===== src/rtl/pcpu_core.sv =====
// pcpu_core: 16-bit five-stage (IF/ID/EX/MEM/WB) RISC core, no interlocks, no forwarding, 3 branch delay slots.
// Optional PCPU_DEBUG_PORT_EN adds select_y/y for combinational observation of internal state.
module pcpu_core (
    input  logic        clock,
    input  logic        reset,
    input  logic        enable,
    input  logic        start,
    input  logic [15:0] i_datain,
    input  logic [15:0] d_datain,
    output logic [7:0]  i_addr,
    output logic [7:0]  d_addr,
    output logic        d_we,
    output logic [15:0] d_dataout
`ifdef PCPU_DEBUG_PORT_EN
    ,
    input  logic [3:0]  select_y,
    output logic [15:0] y
`endif
);

    localparam logic [4:0] OP_NOP  = 5'b00000, OP_HALT = 5'b00001, OP_LOAD = 5'b00010, OP_STORE = 5'b00011;
    localparam logic [4:0] OP_SLL  = 5'b00100, OP_SLA  = 5'b00101, OP_SRL  = 5'b00110, OP_SRA   = 5'b00111;
    localparam logic [4:0] OP_ADD  = 5'b01000, OP_ADDI = 5'b01001, OP_SUB  = 5'b01010, OP_SUBI  = 5'b01011;
    localparam logic [4:0] OP_CMP  = 5'b01100, OP_AND  = 5'b01101, OP_OR   = 5'b01110, OP_XOR   = 5'b01111;
    localparam logic [4:0] OP_LDIH = 5'b10000, OP_ADDC = 5'b10001, OP_SUBC = 5'b10010;
    localparam logic [4:0] OP_JUMP = 5'b11000, OP_JMPR = 5'b11001;
    localparam logic [4:0] OP_BZ   = 5'b11010, OP_BNZ  = 5'b11011, OP_BN   = 5'b11100;
    localparam logic [4:0] OP_BNN  = 5'b11101, OP_BC   = 5'b11110, OP_BNC  = 5'b11111;

    typedef enum logic {ST_IDLE = 1'b0, ST_EXEC = 1'b1} state_e;

    state_e      state_q, state_d;
    logic [7:0]  pc_q, pc_d;
    logic [15:0] id_ir_q;
    logic [4:0]  ex_op_q, mem_op_q, wb_op_q;
    logic [2:0]  ex_r1_q, mem_r1_q, wb_r1_q;
    logic [15:0] reg_a_q, reg_b_q, reg_c_q, reg_c1_q;
    logic [15:0] smdr_q, smdr1_q;
    logic        br_taken_q;
    logic        zf_q, nf_q, cf_q;
    logic [15:0] gr_q [8];

    logic [15:0] a_d, b_d, c1_d;
    logic [16:0] alu_res;
    logic        br_taken_d;
    logic        halt_wb, advance;

    logic [4:0] id_op;
    logic [2:0] id_r1, id_r2, id_r3;
    logic [7:0] id_imm8;
    assign id_op   = id_ir_q[15:11];
    assign id_r1   = id_ir_q[10:8];
    assign id_r2   = id_ir_q[6:4];
    assign id_r3   = id_ir_q[2:0];
    assign id_imm8 = id_ir_q[7:0];

    function automatic logic writes_gr(input logic [4:0] op);
        case (op)
            OP_LOAD, OP_SLL, OP_SLA, OP_SRL, OP_SRA, OP_ADD, OP_ADDI, OP_SUB, OP_SUBI,
            OP_AND, OP_OR, OP_XOR, OP_LDIH, OP_ADDC, OP_SUBC: writes_gr = 1'b1;
            default: writes_gr = 1'b0;
        endcase
    endfunction

    function automatic logic sets_flags(input logic [4:0] op);
        case (op)
            OP_SLL, OP_SLA, OP_SRL, OP_SRA, OP_ADD, OP_ADDI, OP_SUB, OP_SUBI, OP_CMP,
            OP_AND, OP_OR, OP_XOR, OP_LDIH, OP_ADDC, OP_SUBC: sets_flags = 1'b1;
            default: sets_flags = 1'b0;
        endcase
    endfunction

    // HALT in WB freezes everything behind it; nothing advances that cycle.
    assign halt_wb = (wb_op_q == OP_HALT);
    assign advance = (state_q == ST_EXEC) && enable && !halt_wb;

    always_comb begin
        // NOTE: default first so every path assigns state_d and no latch is inferred.
        state_d = state_q;
        case (state_q)
            ST_IDLE: if (enable && start)     state_d = ST_EXEC;
            ST_EXEC: if (!enable || halt_wb)  state_d = ST_IDLE;
            default:                          state_d = ST_IDLE;
        endcase
    end

    always_ff @(posedge clock or negedge reset) begin
        if (!reset) state_q <= ST_IDLE;
        else        state_q <= state_d;
    end

    always_comb begin
        a_d = gr_q[id_r2];
        b_d = '0;
        case (id_op)
            OP_ADDI, OP_SUBI, OP_JMPR, OP_BZ, OP_BNZ, OP_BN, OP_BNN, OP_BC, OP_BNC: begin
                a_d = gr_q[id_r1];
                b_d = {8'h00, id_imm8};
            end
            OP_LDIH: begin
                a_d = gr_q[id_r1];
                b_d = {id_imm8, 8'h00};
            end
            OP_JUMP: begin
                a_d = '0;
                b_d = {8'h00, id_imm8};
            end
            OP_ADD, OP_SUB, OP_CMP, OP_AND, OP_OR, OP_XOR, OP_ADDC, OP_SUBC:
                b_d = gr_q[id_r3];
            OP_SLL, OP_SLA, OP_SRL, OP_SRA, OP_LOAD, OP_STORE:
                b_d = {12'h000, id_ir_q[3:0]};
            default: ;
        endcase
    end

    always_comb begin
        alu_res    = '0;
        br_taken_d = 1'b0;
        case (ex_op_q)
            OP_ADD, OP_ADDI, OP_LDIH, OP_LOAD, OP_STORE, OP_JUMP, OP_JMPR,
            OP_BZ, OP_BNZ, OP_BN, OP_BNN, OP_BC, OP_BNC:
                alu_res = {1'b0, reg_a_q} + {1'b0, reg_b_q};
            OP_ADDC:                 alu_res = {1'b0, reg_a_q} + {1'b0, reg_b_q} + {16'h0000, cf_q};
            OP_SUB, OP_SUBI, OP_CMP: alu_res = {1'b0, reg_a_q} - {1'b0, reg_b_q};
            OP_SUBC:                 alu_res = {1'b0, reg_a_q} - {1'b0, reg_b_q} - {16'h0000, cf_q};
            OP_AND:                  alu_res = {1'b0, reg_a_q & reg_b_q};
            OP_OR:                   alu_res = {1'b0, reg_a_q | reg_b_q};
            OP_XOR:                  alu_res = {1'b0, reg_a_q ^ reg_b_q};
            OP_SLL, OP_SLA:          alu_res = {1'b0, reg_a_q << reg_b_q[3:0]};
            OP_SRL:                  alu_res = {1'b0, reg_a_q >> reg_b_q[3:0]};
            OP_SRA:                  alu_res = {1'b0, $unsigned($signed(reg_a_q) >>> reg_b_q[3:0])};
            default: ;
        endcase
        // Branch decision uses the flags as registered while the branch sits in EX.
        case (ex_op_q)
            OP_JUMP, OP_JMPR: br_taken_d = 1'b1;
            OP_BZ:            br_taken_d = zf_q;
            OP_BNZ:           br_taken_d = !zf_q;
            OP_BN:            br_taken_d = nf_q;
            OP_BNN:           br_taken_d = !nf_q;
            OP_BC:            br_taken_d = cf_q;
            OP_BNC:           br_taken_d = !cf_q;
            default: ;
        endcase
    end

    assign pc_d      = br_taken_q ? reg_c_q[7:0] : pc_q + 8'd1;
    assign c1_d      = (mem_op_q == OP_LOAD) ? d_datain : reg_c_q;
    assign i_addr    = pc_q;
    assign d_addr    = reg_c_q[7:0];
    assign d_dataout = smdr1_q;
    assign d_we      = advance && (mem_op_q == OP_STORE);

    always_ff @(posedge clock or negedge reset) begin
        if (!reset) begin
            pc_q       <= '0;
            id_ir_q    <= {OP_NOP, 11'h000};
            ex_op_q    <= OP_NOP;
            mem_op_q   <= OP_NOP;
            wb_op_q    <= OP_NOP;
            ex_r1_q    <= '0;
            mem_r1_q   <= '0;
            wb_r1_q    <= '0;
            reg_a_q    <= '0;
            reg_b_q    <= '0;
            reg_c_q    <= '0;
            reg_c1_q   <= '0;
            smdr_q     <= '0;
            smdr1_q    <= '0;
            br_taken_q <= 1'b0;
            zf_q       <= 1'b0;
            nf_q       <= 1'b0;
            cf_q       <= 1'b0;
            // NOTE: the register file is architecturally cleared by reset, so it lives in flops, not a RAM macro.
            gr_q       <= '{default: '0};
        end else if (advance) begin
            pc_q       <= pc_d;
            id_ir_q    <= i_datain;
            ex_op_q    <= id_op;
            ex_r1_q    <= id_r1;
            reg_a_q    <= a_d;
            reg_b_q    <= b_d;
            smdr_q     <= gr_q[id_r1];
            mem_op_q   <= ex_op_q;
            mem_r1_q   <= ex_r1_q;
            reg_c_q    <= alu_res[15:0];
            smdr1_q    <= smdr_q;
            br_taken_q <= br_taken_d;
            if (sets_flags(ex_op_q)) begin
                zf_q <= (alu_res[15:0] == 16'h0000);
                nf_q <= alu_res[15];
                cf_q <= alu_res[16];
            end
            wb_op_q    <= mem_op_q;
            wb_r1_q    <= mem_r1_q;
            reg_c1_q   <= c1_d;
            if (writes_gr(wb_op_q)) gr_q[wb_r1_q] <= reg_c1_q;
        end
    end

`ifdef PCPU_DEBUG_PORT_EN
    always_comb begin
        y = '0;
        case (select_y)
            4'd0: y = {8'h00, pc_q};
            4'd1: y = id_ir_q;
            4'd2: y = reg_a_q;
            4'd3: y = reg_b_q;
            4'd4: y = reg_c_q;
            4'd5: y = reg_c1_q;
            4'd6: y = {13'h0000, zf_q, nf_q, cf_q};
            4'd8, 4'd9, 4'd10, 4'd11, 4'd12, 4'd13, 4'd14, 4'd15: y = gr_q[select_y[2:0]];
            default: ;
        endcase
    end
`endif

endmodule


===== config.mk =====
export PLATFORM = sky130hd
export DESIGN_NAME = pcpu_core
export DESIGN_NICKNAME = d
export VERILOG_FILES = /design/src/rtl/pcpu_core.sv
export SDC_FILE = /design/constraint.sdc
export NUM_CORES = 1
export LEC_CHECK = 0
export ABC_CLOCK_PERIOD_IN_PS = 4200
export CAP_MARGIN = 10
export CORE_MARGIN = 3
export CORE_UTILIZATION = 57
export DETAILED_ROUTE_END_ITERATION = 16
export GPL_TIMING_DRIVEN = 0
export PLACE_DENSITY = 0.86
export SYNTH_ARGS = -nofsm -noshare
export SYNTH_HDL_FRONTEND = slang
export SYNTH_SLANG_ARGS = --single-unit

===== constraint.sdc =====
create_clock -name clock -period 4.2 [get_ports clock]
set_input_delay 0.84 -clock clock [delete_from_list [all_inputs] [get_ports clock]]
set_output_delay 0.84 -clock clock [all_outputs]
set_load 0.05 [all_outputs]

======== Yosys cells after proc, flatten, opt, wreduce, memory -nomap -nowiden ========
Memories as Yosys holds them, arrays and structs flattened.
Cells that the tools add are included.
storage, ports and cells
  memories ................................ 2
  memory bits (read-only) ................. 64
  input bits .............................. 36
  register bits after elaboration ......... 277
cells by class
  reductions and logical operators ........ 22
  $lt $le $gt $ge ......................... 5
  shift-type cells ........................ 3
  bitwise gates (word level) .............. 8
  $add $sub $neg .......................... 5
  muxes and demuxes ....................... 23
  equality and inequality tests ........... 53
memory list
  memory            depth  width  read ports  clocked after Yosys merged registers in  write ports  RTL line  source
  (name not given)  32     1      1           0                                        0            66        case (op)
  (name not given)  32     1      1           0                                        0            58        case (op)
operator list
  operator            count
  $pmux 17 s10        1
  $bmux 16 s3         3
  $bwmux 128          1
  $mux 16             8
  $eq 5x5->1 const B  22
  $eq 5x4->1 const B  16
  $pmux 16 s4         1
  $demux 16 s3        1
  $eq 5x3->1 const B  8
  $pmux 16 s2         1
  $eq 5x2->1 const B  6
  $reduce_or 10->1    2
  $add 16x16->17      1
  $add 17x1->17       1
  $sub 16x16->17      1
  $sub 17x1->17       1
  $and 16x16->16      1
  $ge 4x4->1 const B  4
  $logic_not 16->1    1
  $not 3->4           4
  $or 16x16->16       1
  $shl 16x4->16       1
  $shr 16x4->16       1
  $sshr 16x4->16      1
  other kinds (18)    31

======== Longest topological paths before layout ========
  depth after elaboration ................. 6
  depth in mapped cells ................... 17

======== Least setup slack after synthesis ========
OpenSTA, ideal clock, no wires.
  path type ............................... register to register
  from .................................... register reg_b_q[1]
  to ...................................... register zf_q
  arrival ................................. 3969 ps
  stages on the path, launching flop included .. 16
  setup slack ............................. 166 ps
  buffers on the path ..................... 2
  cells stage by stage .................... dfrtp_1 > clkinv_1 > buf_1 > clkbuf_1 > ha_1 > a211oi_4 > o211ai_2 > a31oi_1 > xnor2_1 > nor4b_2 > nand4b_1 > nor3_1 > xor2_1 > a211oi_1 > and4_1 > a22o_1
on the way
  cells in the longest elaborated chain, start to end .. 4
RTL lines
  what                                              RTL line  source
  start, declared                                   37        logic [15:0] reg_a_q, reg_b_q, reg_c_q, reg_c1_q;
  start signal, assigned                            165       reg_b_q <= '0;
  start signal, assigned                            182       reg_b_q <= b_d;
  $sub 16x16->17 or $add 16x16->17 (tied branches)  --
  $sub 17x1->17 or $add 17x1->17 (tied branches)    125, 123
  $pmux 17 s10 (*)                                  119       case (ex_op_q)
  $logic_not 16->1 (*)                              190       zf_q <= (alu_res[15:0] == 16'h0000);
  end signal, assigned                              190
  end, declared                                     40        logic zf_q, nf_q, cf_q;
Every way passes the cells marked *; elsewhere a longest branch is shown, timed or not.
A chain may end at the register's enable or synchronous reset.

======== Final worst setup path ========
  from .................................... input port enable
  to ...................................... output port d_we
on the way
  cells in the longest elaborated chain, start to end .. 3
RTL lines
  what                             RTL line  source
  start, declared                  6         input logic enable,
  $logic_and 1x1->1 (2 in series)  75        assign advance = (state_q == ST_EXEC) && enable && !halt_wb;
  $logic_and 1x1->1                152       assign d_we = advance && (mem_op_q == OP_STORE);
  end, declared                    12        output logic d_we,
Every way passes these cells.

==> results.yml <==
setup_path:
  cp_num_buf_inv: 4
  cp_slowest_cell: "clkdlybuf4s50_1"
  crit_fanout: 17
  endpoint: "d_we"
  path_cells: "clkdlybuf4s50_1 > nand2_1 > a31o_2 > clkbuf_1 > clkbuf_2 > nor3_1 > clkdlybuf4s15_2"
  r2r-start: "reg_b_q[3]$_DFFE_PN0P_"
  slowest_delay_ns: 0.53
  startpoint: "enable"
  crit_family: "buffers and inverters"
  reg2reg_depth: 14
  worst-path-stages: 7
  worstSetupStartpointType: "input pin"
  endpoint_kind: "output port"
  cp_data_arrival_time_ns: 3.32
  worstSetupPathType: "in2out"
  critical_path_required_ns: 3.36
  r2r-end: "zf_q$_DFFE_PN0P_"
  reg2reg_slack_ns: 0.06
synth:
  synth_top_flop_cell: "dfrtp_1"
  yosysSeqAreaShare_pct: 37.1
  synth-async-reset-ratio_pct: 100
  synthesis.area_um2: 18700
  ys_types: 94
  syn-num-nets: 1914
  synth-edff-count: 0
  ys_warn_count: 0
  ys_seq_elements: 277
  syn_avg_cell_area_um2: 10.3
  synth_cells: 1822
routing:
  viasPerCell: 6.96
  wirelength_um: 63100
  drc: 0
  drtPass1Iterations: 8
  wl_per_cell_um: 26.5
  antenna_left: 0
  drt_iter0_drc: 2236
  num_vias: 16557
sta:
  hold_viol: 0
  period_share_pct: 99.0
  period_minus_slack_ns: 4.16
  worstMarginPinSlew_ns: 1.32
  slew_violations: 0
  setup_violations: 0
  max_freq_ghz: 0.240
  slew-limit-headroom_pct: 11.2
  skew_ns: 0.0232
floorplan:
  dieArea_um2: 35000
  coreArea_um2: 32000
  die_y_um: 187
  die-width_um: 187
  start_util_pct: 58.5
  rows: 65
  io_pins: 69
clock_tree:
  cts.root.buffer_cell: "clkbuf_16"
  h-tree-depth: 1
  clock_path_buffers: 3
  cts_inserted_buffers: 26
  cts_sinks: 277
  cts_hold_buf: 0
  cts_tree: "done"
  cts.clk_slew.worst_paths_ns: 0.06
  clk_latency_ns: 0.55
status:
  status: "finished clean"
hold_path:
  hold_class: "in2async"
job:
  drv_cap: 0
power_and_ir_drop:
  ir_worst_vdd_uv: 569
  power_density_nw_per_um2: 772
  leakagePower_nw: 8.98
  p_total_w: 0.0163
cells_and_area:
  area_delta_synth_final_pct: 13.0
  drive_above_1_share_pct: 20.1
  nets: 2019
  final_core_util_pct: 66.1
  finalNonFillerCells: 2379
  n_antenna_cell: 0
global_routing:
  grt_pass1_vias: 16531
  antenna_found_initial: 0
  grt_max_degree: 121
  grt_usage_pct: 35.7
  grt_pass1_wl_um: 97800
  grt-ovfl-total: 0
placed_design:
  place.gp.congestion: 0.990
  placed_cells: 2331
  io_buffers: 68
  dp_hpwl_um: 46400
per-layer routing:
metal  vias to the layer above  global-route usage [%]  wire [um]
met1                      8145                    45.1      22300
met3                       318                    5.79       6310
met2                      1204                    57.9      29300
li1                       6890                       -          -
met4                         0                    21.9       5210
met5                         -                       0          0
power by group:
part	total, W	leakage (nW)	switching [W]	internal, W
sequential	0.00443	3.72	0.00103	0.00341
combinational	0.00942	4.82	0.00588	0.00354
clock	0.00247	0.435	0.00103	0.00144
total	0.0163	8.98	0.00793	0.00839
cell usage after synthesis, drive strengths merged, types with 8 or more instances:
master / number / share of area (%)
nand3: 20 / 0.56
nor4: 12 / 0.56
o211ai: 20 / 0.83
o21ai: 112 / 3.0
a211oi: 31 / 1.3
mux2i: 92 / 4.9
a31oi: 13 / 0.43
a221oi: 13 / 0.64
and3: 11 / 0.37
ha: 54 / 3.6
nand4: 11 / 0.40
nand2: 306 / 6.1
mux2: 137 / 8.2
a21o: 9 / 0.36
a221o: 8 / 0.43
nor2: 84 / 1.7
nand2b: 14 / 0.47
o221ai: 23 / 1.1
dfrtp: 277 / 37
clkbuf: 97 / 1.9
mux4: 106 / 13
nor3: 23 / 0.70
inv: 55 / 1.1
xnor2: 29 / 1.4
buf: 43 / 1.2
nor2b: 15 / 0.50
xor2: 18 / 0.88
a21oi: 71 / 1.9
kinds of logic after synthesis:
family	synth area share, %
flops	37.1
xor+xnor	2.28
compound gates	13.2
buf+inv	4.33
mux	25.9
fa+ha+maj	3.83
simple gates	13.4
flip-flops by register name, indices dropped and copies added (netlist names), 5 cells and up:
name	flops
id_ir_q	16
reg_b_q	16
reg_a_q	16
d_dataout	16
smdr_q	16
wb_op_q	5
reg_c1_q	16
gr_q	128
mem_op_q	5
ex_op_q	5
reg_c_q	16
i_addr	8
timing repair:
item,in CTS,in global routing
hold endpoints to repair,0,0
endpoints found under the setup margin,16,3
resized for setup,21,31
setup buffers,1,8
pin swaps,1,4
stage by stage:
stage | TNS (ns) | hold WS, ns | worst slack [ns] | instance area (um^2)
after floorplan | 0 | 0.439 | 0.166 | 18700
after global placement | -2526.70 | 0.450 | -9.11 | 19900
after detailed placement | -10.12 | 0.452 | -1.18 | 20000
after CTS | 0 | 0.184 | 0.0150 | 20900
after global routing | -0.0200 | 0.197 | -0.0200 | 21100
final | 0 | 0.170 | 0.0409 | 21100
final cells by class:
cell class / instances / area [um^2]
buffer: 134 / 581
clock inverter: 9 / 123
fill: 2354 / 10800
timing repair buffer: 83 / 835
inverter: 58 / 234
clock buffer: 36 / 759
sequential: 277 / 6940
multi-input combinational: 1347 / 11100
tap: 435 / 544
cells in the final DEF (no fill, tap or decap), types with 6 or more instances in the layout:
| cell | netlist | final |
|---|---|---|
| inv_1 | 55 | 53 |
| a21oi_1 | 70 | 70 |
| nor3b_1 | 6 | 6 |
| a221o_1 | 7 | 7 |
| o221ai_1 | 23 | 23 |
| nand2b_1 | 14 | 14 |
| o21ai_0 | 111 | 110 |
| a31oi_1 | 13 | 11 |
| clkbuf_16 | 0 | 27 |
| nand4_1 | 10 | 10 |
| o211ai_1 | 19 | 19 |
| xnor2_1 | 28 | 24 |
| a211oi_1 | 29 | 25 |
| ha_1 | 54 | 52 |
| a221oi_1 | 12 | 10 |
| buf_1 | 20 | 18 |
| buf_2 | 11 | 12 |
| nand2_1 | 306 | 306 |
| buf_4 | 10 | 21 |
| clkinv_2 | 0 | 6 |
| a21o_1 | 9 | 9 |
| mux2i_1 | 92 | 92 |
| nor3_1 | 21 | 19 |
| nand3_1 | 19 | 19 |
| clkdlybuf4s50_1 | 0 | 66 |
| o22ai_1 | 7 | 7 |
| nor2_1 | 84 | 84 |
| mux2_2 | 137 | 137 |
| and2_1 | 7 | 7 |
| xor2_1 | 17 | 17 |
| dfrtp_1 | 277 | 270 |
| nor2b_1 | 15 | 15 |
| mux4_2 | 106 | 106 |
| and3_1 | 11 | 11 |
| clkbuf_1 | 97 | 93 |
| o31ai_1 | 7 | 6 |
| nor4_1 | 10 | 8 |
| dfrtp_2 | 0 | 7 |
worst min path at each step:
| stage | slack, ns | cells past startpoint | start | to |
|---|---|---|---|---|
| after global routing | 0.20 | 1 | reset | gr_q[43]$_DFFE_PN0P_ |
| after floorplan | 0.44 | 2 | smdr_q[0]$_DFFE_PN0P_ | d_dataout[0]$_DFFE_PN0P_ |
| after global placement | 0.45 | 2 | smdr_q[14]$_DFFE_PN0P_ | d_dataout[14]$_DFFE_PN0P_ |
| final | 0.17 | 1 | reset | gr_q[40]$_DFFE_PN0P_ |
| after CTS | 0.18 | 1 | reset | gr_q[8]$_DFFE_PN0P_ |
| after detailed placement | 0.45 | 2 | ex_r1_q[0]$_DFFE_PN0P_ | mem_r1_q[0]$_DFFE_PN0P_ |
No activity file was read; power rests on OpenSTA's default activity.
